==> src/rtl/dequant_engine.sv <==
// Column-wise coefficient dequantiser: each column is scaled by a per-bank
// 8x8 quantisation table, with a single registered valid/ready output stage.
// Optional DEQUANT_SAT_EN macro: clamp products to the OUT_W signed range
// instead of truncating them to the low OUT_W bits.
// Ports:
//   clk_in, rst_n_in                 clock, async active-low reset
//   column_in, valid_in, ready_out   input column handshake
//   bank_sel_in                      table bank, sampled on column 0
//   column_out, valid_out, ready_in  output column handshake
//   last_out                         marks column 7 of a block
//   tbl_wr_*_in, tbl_wr_err_out      table write port and reject pulse
module dequant_engine #(
    parameter int COEF_W = 12,
    parameter int OUT_W  = 16,
    parameter int NBANK  = 2,
    localparam int BW    = (NBANK > 1) ? $clog2(NBANK) : 1
) (
    input  logic                  clk_in,
    input  logic                  rst_n_in,
    input  logic [8*COEF_W-1:0]   column_in,
    input  logic                  valid_in,
    output logic                  ready_out,
    input  logic [BW-1:0]         bank_sel_in,
    output logic [8*OUT_W-1:0]    column_out,
    output logic                  valid_out,
    input  logic                  ready_in,
    output logic                  last_out,
    input  logic                  tbl_wr_en_in,
    input  logic [BW-1:0]         tbl_wr_bank_in,
    input  logic [5:0]            tbl_wr_addr_in,
    input  logic [7:0]            tbl_wr_data_in,
    output logic                  tbl_wr_err_out
);

    localparam int PW = COEF_W + 9;
    localparam int TD = NBANK * 64;
    localparam int TW = BW + 6;

    localparam logic [7:0] LUMA [64] = '{
        8'd16, 8'd11, 8'd10, 8'd16, 8'd24, 8'd40, 8'd51, 8'd61,
        8'd12, 8'd12, 8'd14, 8'd19, 8'd26, 8'd58, 8'd60, 8'd55,
        8'd14, 8'd13, 8'd16, 8'd24, 8'd40, 8'd57, 8'd69, 8'd56,
        8'd14, 8'd17, 8'd22, 8'd29, 8'd51, 8'd87, 8'd80, 8'd62,
        8'd18, 8'd22, 8'd37, 8'd56, 8'd68, 8'd109, 8'd103, 8'd77,
        8'd24, 8'd35, 8'd55, 8'd64, 8'd81, 8'd104, 8'd113, 8'd92,
        8'd49, 8'd64, 8'd78, 8'd87, 8'd103, 8'd121, 8'd120, 8'd101,
        8'd72, 8'd92, 8'd95, 8'd98, 8'd112, 8'd100, 8'd103, 8'd99
    };

    localparam logic [7:0] CHROMA [64] = '{
        8'd17, 8'd18, 8'd24, 8'd47, 8'd99, 8'd99, 8'd99, 8'd99,
        8'd18, 8'd21, 8'd26, 8'd66, 8'd99, 8'd99, 8'd99, 8'd99,
        8'd24, 8'd26, 8'd56, 8'd99, 8'd99, 8'd99, 8'd99, 8'd99,
        8'd47, 8'd66, 8'd99, 8'd99, 8'd99, 8'd99, 8'd99, 8'd99,
        8'd99, 8'd99, 8'd99, 8'd99, 8'd99, 8'd99, 8'd99, 8'd99,
        8'd99, 8'd99, 8'd99, 8'd99, 8'd99, 8'd99, 8'd99, 8'd99,
        8'd99, 8'd99, 8'd99, 8'd99, 8'd99, 8'd99, 8'd99, 8'd99,
        8'd99, 8'd99, 8'd99, 8'd99, 8'd99, 8'd99, 8'd99, 8'd99
    };

`ifdef DEQUANT_SAT_EN
    localparam logic signed [PW-1:0] MAXV =
        {{(PW-OUT_W+1){1'b0}}, {(OUT_W-1){1'b1}}};
    localparam logic signed [PW-1:0] MINV =
        {{(PW-OUT_W+1){1'b1}}, {(OUT_W-1){1'b0}}};
`endif

    logic [7:0]         tbl_q [TD];
    logic [7:0]         tbl_d [TD];
    logic [2:0]         cnt_q, cnt_d;
    logic [BW-1:0]      bank_q, bank_d;
    logic               valid_q, valid_d;
    logic               last_q, last_d;
    logic               err_q, err_d;
    logic [8*OUT_W-1:0] col_q, col_d;

    logic [8*OUT_W-1:0] prod_col;
    logic [BW-1:0]      bank_sel_c, bank_eff;
    logic [TW-1:0]      rd_idx, wr_idx;
    logic signed [PW-1:0] coef_ext, q_ext, prod;
    logic [OUT_W-1:0]   res;
    logic               in_xfer, wr_ok;

    assign ready_out = !valid_q || ready_in;
    assign in_xfer   = valid_in && ready_out;

    // Out-of-range bank selects fall back to the luma bank.
    assign bank_sel_c = (32'(bank_sel_in) >= NBANK) ? '0 : bank_sel_in;
    // Column 0 uses the bank presented with it; later columns use the latch.
    assign bank_eff   = (cnt_q == 3'd0) ? bank_sel_c : bank_q;

    always_comb begin
        prod_col = '0;
        rd_idx   = '0;
        coef_ext = '0;
        q_ext    = '0;
        prod     = '0;
        res      = '0;
        for (int r = 0; r < 8; r++) begin
            rd_idx   = {bank_eff, 3'(r), cnt_q};
            coef_ext = {{9{column_in[r*COEF_W+COEF_W-1]}},
                        column_in[r*COEF_W +: COEF_W]};
            q_ext    = {{(PW-8){1'b0}}, tbl_q[rd_idx]};
            prod     = coef_ext * q_ext;
`ifdef DEQUANT_SAT_EN
            if (prod > MAXV)
                res = MAXV[OUT_W-1:0];
            else if (prod < MINV)
                res = MINV[OUT_W-1:0];
            else
                res = prod[OUT_W-1:0];
`else
            res = prod[OUT_W-1:0];
`endif
            prod_col[r*OUT_W +: OUT_W] = res;
        end
    end

    // The block in flight owns its bank: writes to it mid-block are refused.
    always_comb begin
        wr_idx = {tbl_wr_bank_in, tbl_wr_addr_in};
        wr_ok  = tbl_wr_en_in
              && (tbl_wr_data_in != 8'd0)
              && (32'(tbl_wr_bank_in) < NBANK)
              && !((cnt_q != 3'd0) && (tbl_wr_bank_in == bank_q));
        err_d  = tbl_wr_en_in && !wr_ok;
        tbl_d  = tbl_q;
        if (wr_ok)
            tbl_d[wr_idx] = tbl_wr_data_in;
    end

    always_comb begin
        cnt_d   = cnt_q;
        bank_d  = bank_q;
        valid_d = valid_q;
        last_d  = last_q;
        col_d   = col_q;
        if (in_xfer) begin
            cnt_d   = cnt_q + 3'd1;
            valid_d = 1'b1;
            col_d   = prod_col;
            last_d  = (cnt_q == 3'd7);
            if (cnt_q == 3'd0)
                bank_d = bank_sel_c;
        end else if (ready_in) begin
            valid_d = 1'b0;
            last_d  = 1'b0;
        end
    end

    always_ff @(posedge clk_in or negedge rst_n_in) begin
        if (!rst_n_in) begin
            cnt_q   <= '0;
            bank_q  <= '0;
            valid_q <= 1'b0;
            last_q  <= 1'b0;
            err_q   <= 1'b0;
            col_q   <= '0;
            for (int i = 0; i < TD; i++)
                tbl_q[i] <= (i / 64 == 1) ? CHROMA[6'(i % 64)]
                                          : LUMA[6'(i % 64)];
        end else begin
            cnt_q   <= cnt_d;
            bank_q  <= bank_d;
            valid_q <= valid_d;
            last_q  <= last_d;
            err_q   <= err_d;
            col_q   <= col_d;
            tbl_q   <= tbl_d;
        end
    end

    assign column_out     = col_q;
    assign valid_out      = valid_q;
    assign last_out       = last_q;
    assign tbl_wr_err_out = err_q;

endmodule
==> config.mk <==
export PLATFORM = sky130hd
export DESIGN_NAME = dequant_engine
export DESIGN_NICKNAME = d
export VERILOG_FILES = /design/src/rtl/dequant_engine.sv
export SDC_FILE = /design/constraint.sdc
export NUM_CORES = 2
export LEC_CHECK = 0
export CORE_AREA = 10 10 606 370
export DETAILED_ROUTE_END_ITERATION = 12
export DIE_AREA = 0 0 616 380
export DONT_BUFFER_PORTS = 1
export GPL_TIMING_DRIVEN = 0
export SKIP_CTS_REPAIR_TIMING = 1
export SYNTH_ARGS = -nofsm -noshare
export SYNTH_HDL_FRONTEND = slang
export SYNTH_SLANG_ARGS = --single-unit
==> constraint.sdc <==
create_clock -name clk_in -period 8.4 [get_ports clk_in]
set_input_delay 1.26 -clock clk_in [delete_from_list [all_inputs] [get_ports clk_in]]
set_output_delay 1.26 -clock clk_in [all_outputs]
set_load 0.03 [all_outputs]
==> flow_summary.json <==
{
  "grt_pass1_wl_mm": 372,
  "utilization_pct": 38.7,
  "synthTopCellsByArea": "dfrtp_1 (32%), mux2_2 (16%), fa_1 (13%)",
  "r2r_setup_slack_ns": 0.13,
  "p_per_area_nw_per_um2": 321,
  "tns_ns": 0,
  "grt_pass1_vias": 50284,
  "grt_max_degree": 265,
  "setup_viol": 0,
  "r2r-start": "cnt_q[0]$_DFFE_PN0P_",
  "combPwrFrac_pct": 50.9,
  "finalHoldViolCount": 0,
  "finalCritPeriodShare_pct": 98.5,
  "swShare_pct": 43.6,
  "crit_type": "flip-flop to flip-flop",
  "status": "finished, violations left",
  "async_flop_share_pct": 100,
  "clock.fmax_ghz": 0.121,
  "ctsRootBufferMaster": "clkbuf_16",
  "drive_above_1_share_pct": 31.8,
  "pin_count": 249,
  "clk_pin_slew_ns": 0.07,
  "dieArea_um2": 234000,
  "cts-buffers-inserted": 116,
  "seqPwrFrac_pct": 27.4,
  "first_pass_iters": 6,
  "seq_area_frac_synth_pct": 39.4,
  "placed_area_um2": 78100,
  "tightest_slew_ns": 1.60,
  "p_sw_w": 0.0116,
  "worstRegToRegCells": 25,
  "fin_crit_ns": 8.27,
  "routed_wl_mm": 259,
  "wl_met2_mm": 101,
  "cpLargestDelayFamily": "adder cells",
  "required_ns": 9.00,
  "antenna_found_initial": 26,
  "yosys.area.top_type_share_pct": 32.1,
  "r2r-end": "column_out[95]$_DFFE_PN0P_",
  "grt_overflow": 0,
  "die_h_um": 380,
  "cts_tree": "yes",
  "clkPwrFrac_pct": 21.7,
  "top_layer": "met5",
  "ys_seq_elements": 1159,
  "drv_slew": 15,
  "yosysUniqueCellTypes": 55,
  "final_area_um2": 82800,
  "synth_area_um2": 74200,
  "hold_class": "input pin to async pin",
  "synthFlopType": "dfrtp_1",
  "cp_max_fo": 10,
  "ir_worst_vdd_mv": 0.233,
  "wl_per_cell_um": 28.4,
  "failed_checks": "capacitance limit, slew limit",
  "synthToLayoutAreaGrowth_pct": 11.5,
  "cts_buffer_depth": 3,
  "nNetsFinal": 6938,
  "cellLeakagePower_nw": 39.9,
  "gp_congestion": 0.978,
  "syn_inst": 5952,
  "start_kind": "flip-flop",
  "fin_skew_ns": 0.0589,
  "synth-edff-count": 0,
  "drtIter0Drc": 4882,
  "synth_nets": 6792,
  "fp.dieW_um": 616,
  "grtUsageTotal_pct": 21.7,
  "clkLatencyLatePin_ns": 0.79,
  "rows": 132,
  "dp_hpwl_mm": 197,
  "p_int_w": 0.0150,
  "critPathMaxStageDelay_ns": 1.01,
  "crit_path_top_delay_cell": "a31oi_1",
  "num-fill-cells": 20319,
  "slew-limit-headroom_pct": -9.49,
  "ys_warn_count": 0,
  "final_antenna_net_count": 0,
  "yosysTopAreaCell": "dfrtp_1",
  "cts_sinks": 1159,
  "via_per_inst": 5.36,
  "syn_avg_cell_area_um2": 12.5,
  "max_cap_viol_count": 3,
  "crit_arrival_ns": 8.87,
  "num_vias": 48759,
  "path_buf_inv": 8,
  "core-area_um2": 214000,
  "drcViolationCount": 0,
  "endpoint_kind": "flip-flop",
  "io_buffers": 0,
  "initial_core_util_pct": 34.7,
  "wirelength_met1_mm": 112,
  "h-tree-depth": 3,
  "wl_met3_mm": 38.4
}
==> sequential cells by signal (all words and copies together), names as in the netlist <==
register / count
valid_out: 1
tbl_q: 1024
bank_q: 1
tbl_wr_err_out: 1
last_out: 1
column_out: 128
cnt_q: 3
==> per-stage QoR <==
step                std cells  total power [W]  worst slack [ns]  hold WS (ns)
global route             9088           0.0285          -0.00435         0.156
global placement         8833           0.0201             -2.47         0.478
detailed placement       8845           0.0206             -2.42         0.485
CTS                      9066           0.0263             -2.47         0.140
floorplan                5952           0.0162             0.931         0.470
finish                   9103           0.0266             0.129         0.197
==> Yosys cell counts, types with 32 or more instances <==
master	count
ha_1	251
and2_1	368
mux4_2	252
mux2i_1	61
xnor2_1	134
fa_1	472
a31oi_1	32
nor2_1	55
dfstp_2	207
buf_2	78
nand3_1	61
mux2_2	1077
inv_1	769
dfrtp_1	952
a21oi_1	78
clkbuf_1	176
nand2_1	529
o21ai_0	96
==> worst max path at each step <==
| stage | from | to | slack [ns] | depth (start not counted) |
|---|---|---|---|---|
| 3_3_place_gp | cnt_q[0]$_DFFE_PN0P_ | column_out[79]$_DFFE_PN0P_ | -2.47 | 31 |
| 4_1_cts | cnt_q[0]$_DFFE_PN0P_ | column_out[79]$_DFFE_PN0P_ | -2.47 | 31 |
| 5_1_grt | cnt_q[0]$_DFFE_PN0P_ | column_out[79]$_DFFE_PN0P_ | -0.004 | 30 |
| 2_1_floorplan | cnt_q[0]$_DFFE_PN0P_ | column_out[79]$_DFFE_PN0P_ | 0.93 | 31 |
| 6_report | cnt_q[0]$_DFFE_PN0P_ | column_out[95]$_DFFE_PN0P_ | 0.13 | 25 |
| 3_5_place_dp | cnt_q[0]$_DFFE_PN0P_ | column_out[79]$_DFFE_PN0P_ | -2.42 | 30 |
==> placed cells by master, fill, tap and decap left out, drive strengths merged, types with 4 or more instances in the layout <==
master    instances
mux2           1077
dfrtp           952
inv             777
nand2           529
fa              472
and2            368
clkbuf          336
mux4            280
ha              251
dfstp           207
buf             139
xnor2           134
o21ai           104
nor2             85
a21oi            78
nand3            61
mux2i            61
clkinv           35
a31oi            32
xor2             30
a21o             27
diode            21
o21bai           16
nand2b           14
bufinv           14
o2111a           13
nor3b            12
nor3             12
clkinvlp          9
a211o             9
a41oi             8
o211ai            8
a2111o            7
xnor3             7
nor2b             7
or2               5
o41ai             4
==> power by group through the flow <==
| stage | sequential (W) | clock, W | combinational [W] |
|---|---|---|---|
| 2_1_floorplan | 0.00717 | 0 | 0.00907 |
| 3_3_place_gp | 0.00734 | 0 | 0.0128 |
| 3_5_place_dp | 0.00738 | 0 | 0.0132 |
| 4_1_cts | 0.00728 | 0.00581 | 0.0132 |
| 5_1_grt | 0.00736 | 0.00604 | 0.0151 |
| 6_report | 0.00728 | 0.00576 | 0.0135 |
==> kinds of logic after synthesis <==
kind of cell / after synthesis / share of synthesized area, %
simple gates: 1104 / 7.24
mux: 1418 / 25.8
flops: 1159 / 39.4
fa+ha+maj: 723 / 17.0
buf+inv: 1061 / 5.71
compound gates: 316 / 2.72
xor+xnor: 171 / 2.15
==> area by class of cell <==
type	instances	area, um^2	share of cell area [%]
multi-input combinational	3732	40900	49.4
inverter	771	2900	3.50
timing repair buffer	31	428	0.517
clock inverter	64	825	0.996
sequential	1159	29300	35.4
tap	2881	3600	4.36
clock buffer	157	3330	4.02
antenna	21	52.6	0.0635
buffer	287	1490	1.80
==> layer usage <==
metal	GRT usage, %	vias to the layer above
met1	30.3	25940
met2	29.0	2144
li1	-	20298
met5	1.08	-
met3	11.7	363
met4	5.30	14
(Power assumes the default switching activity.)
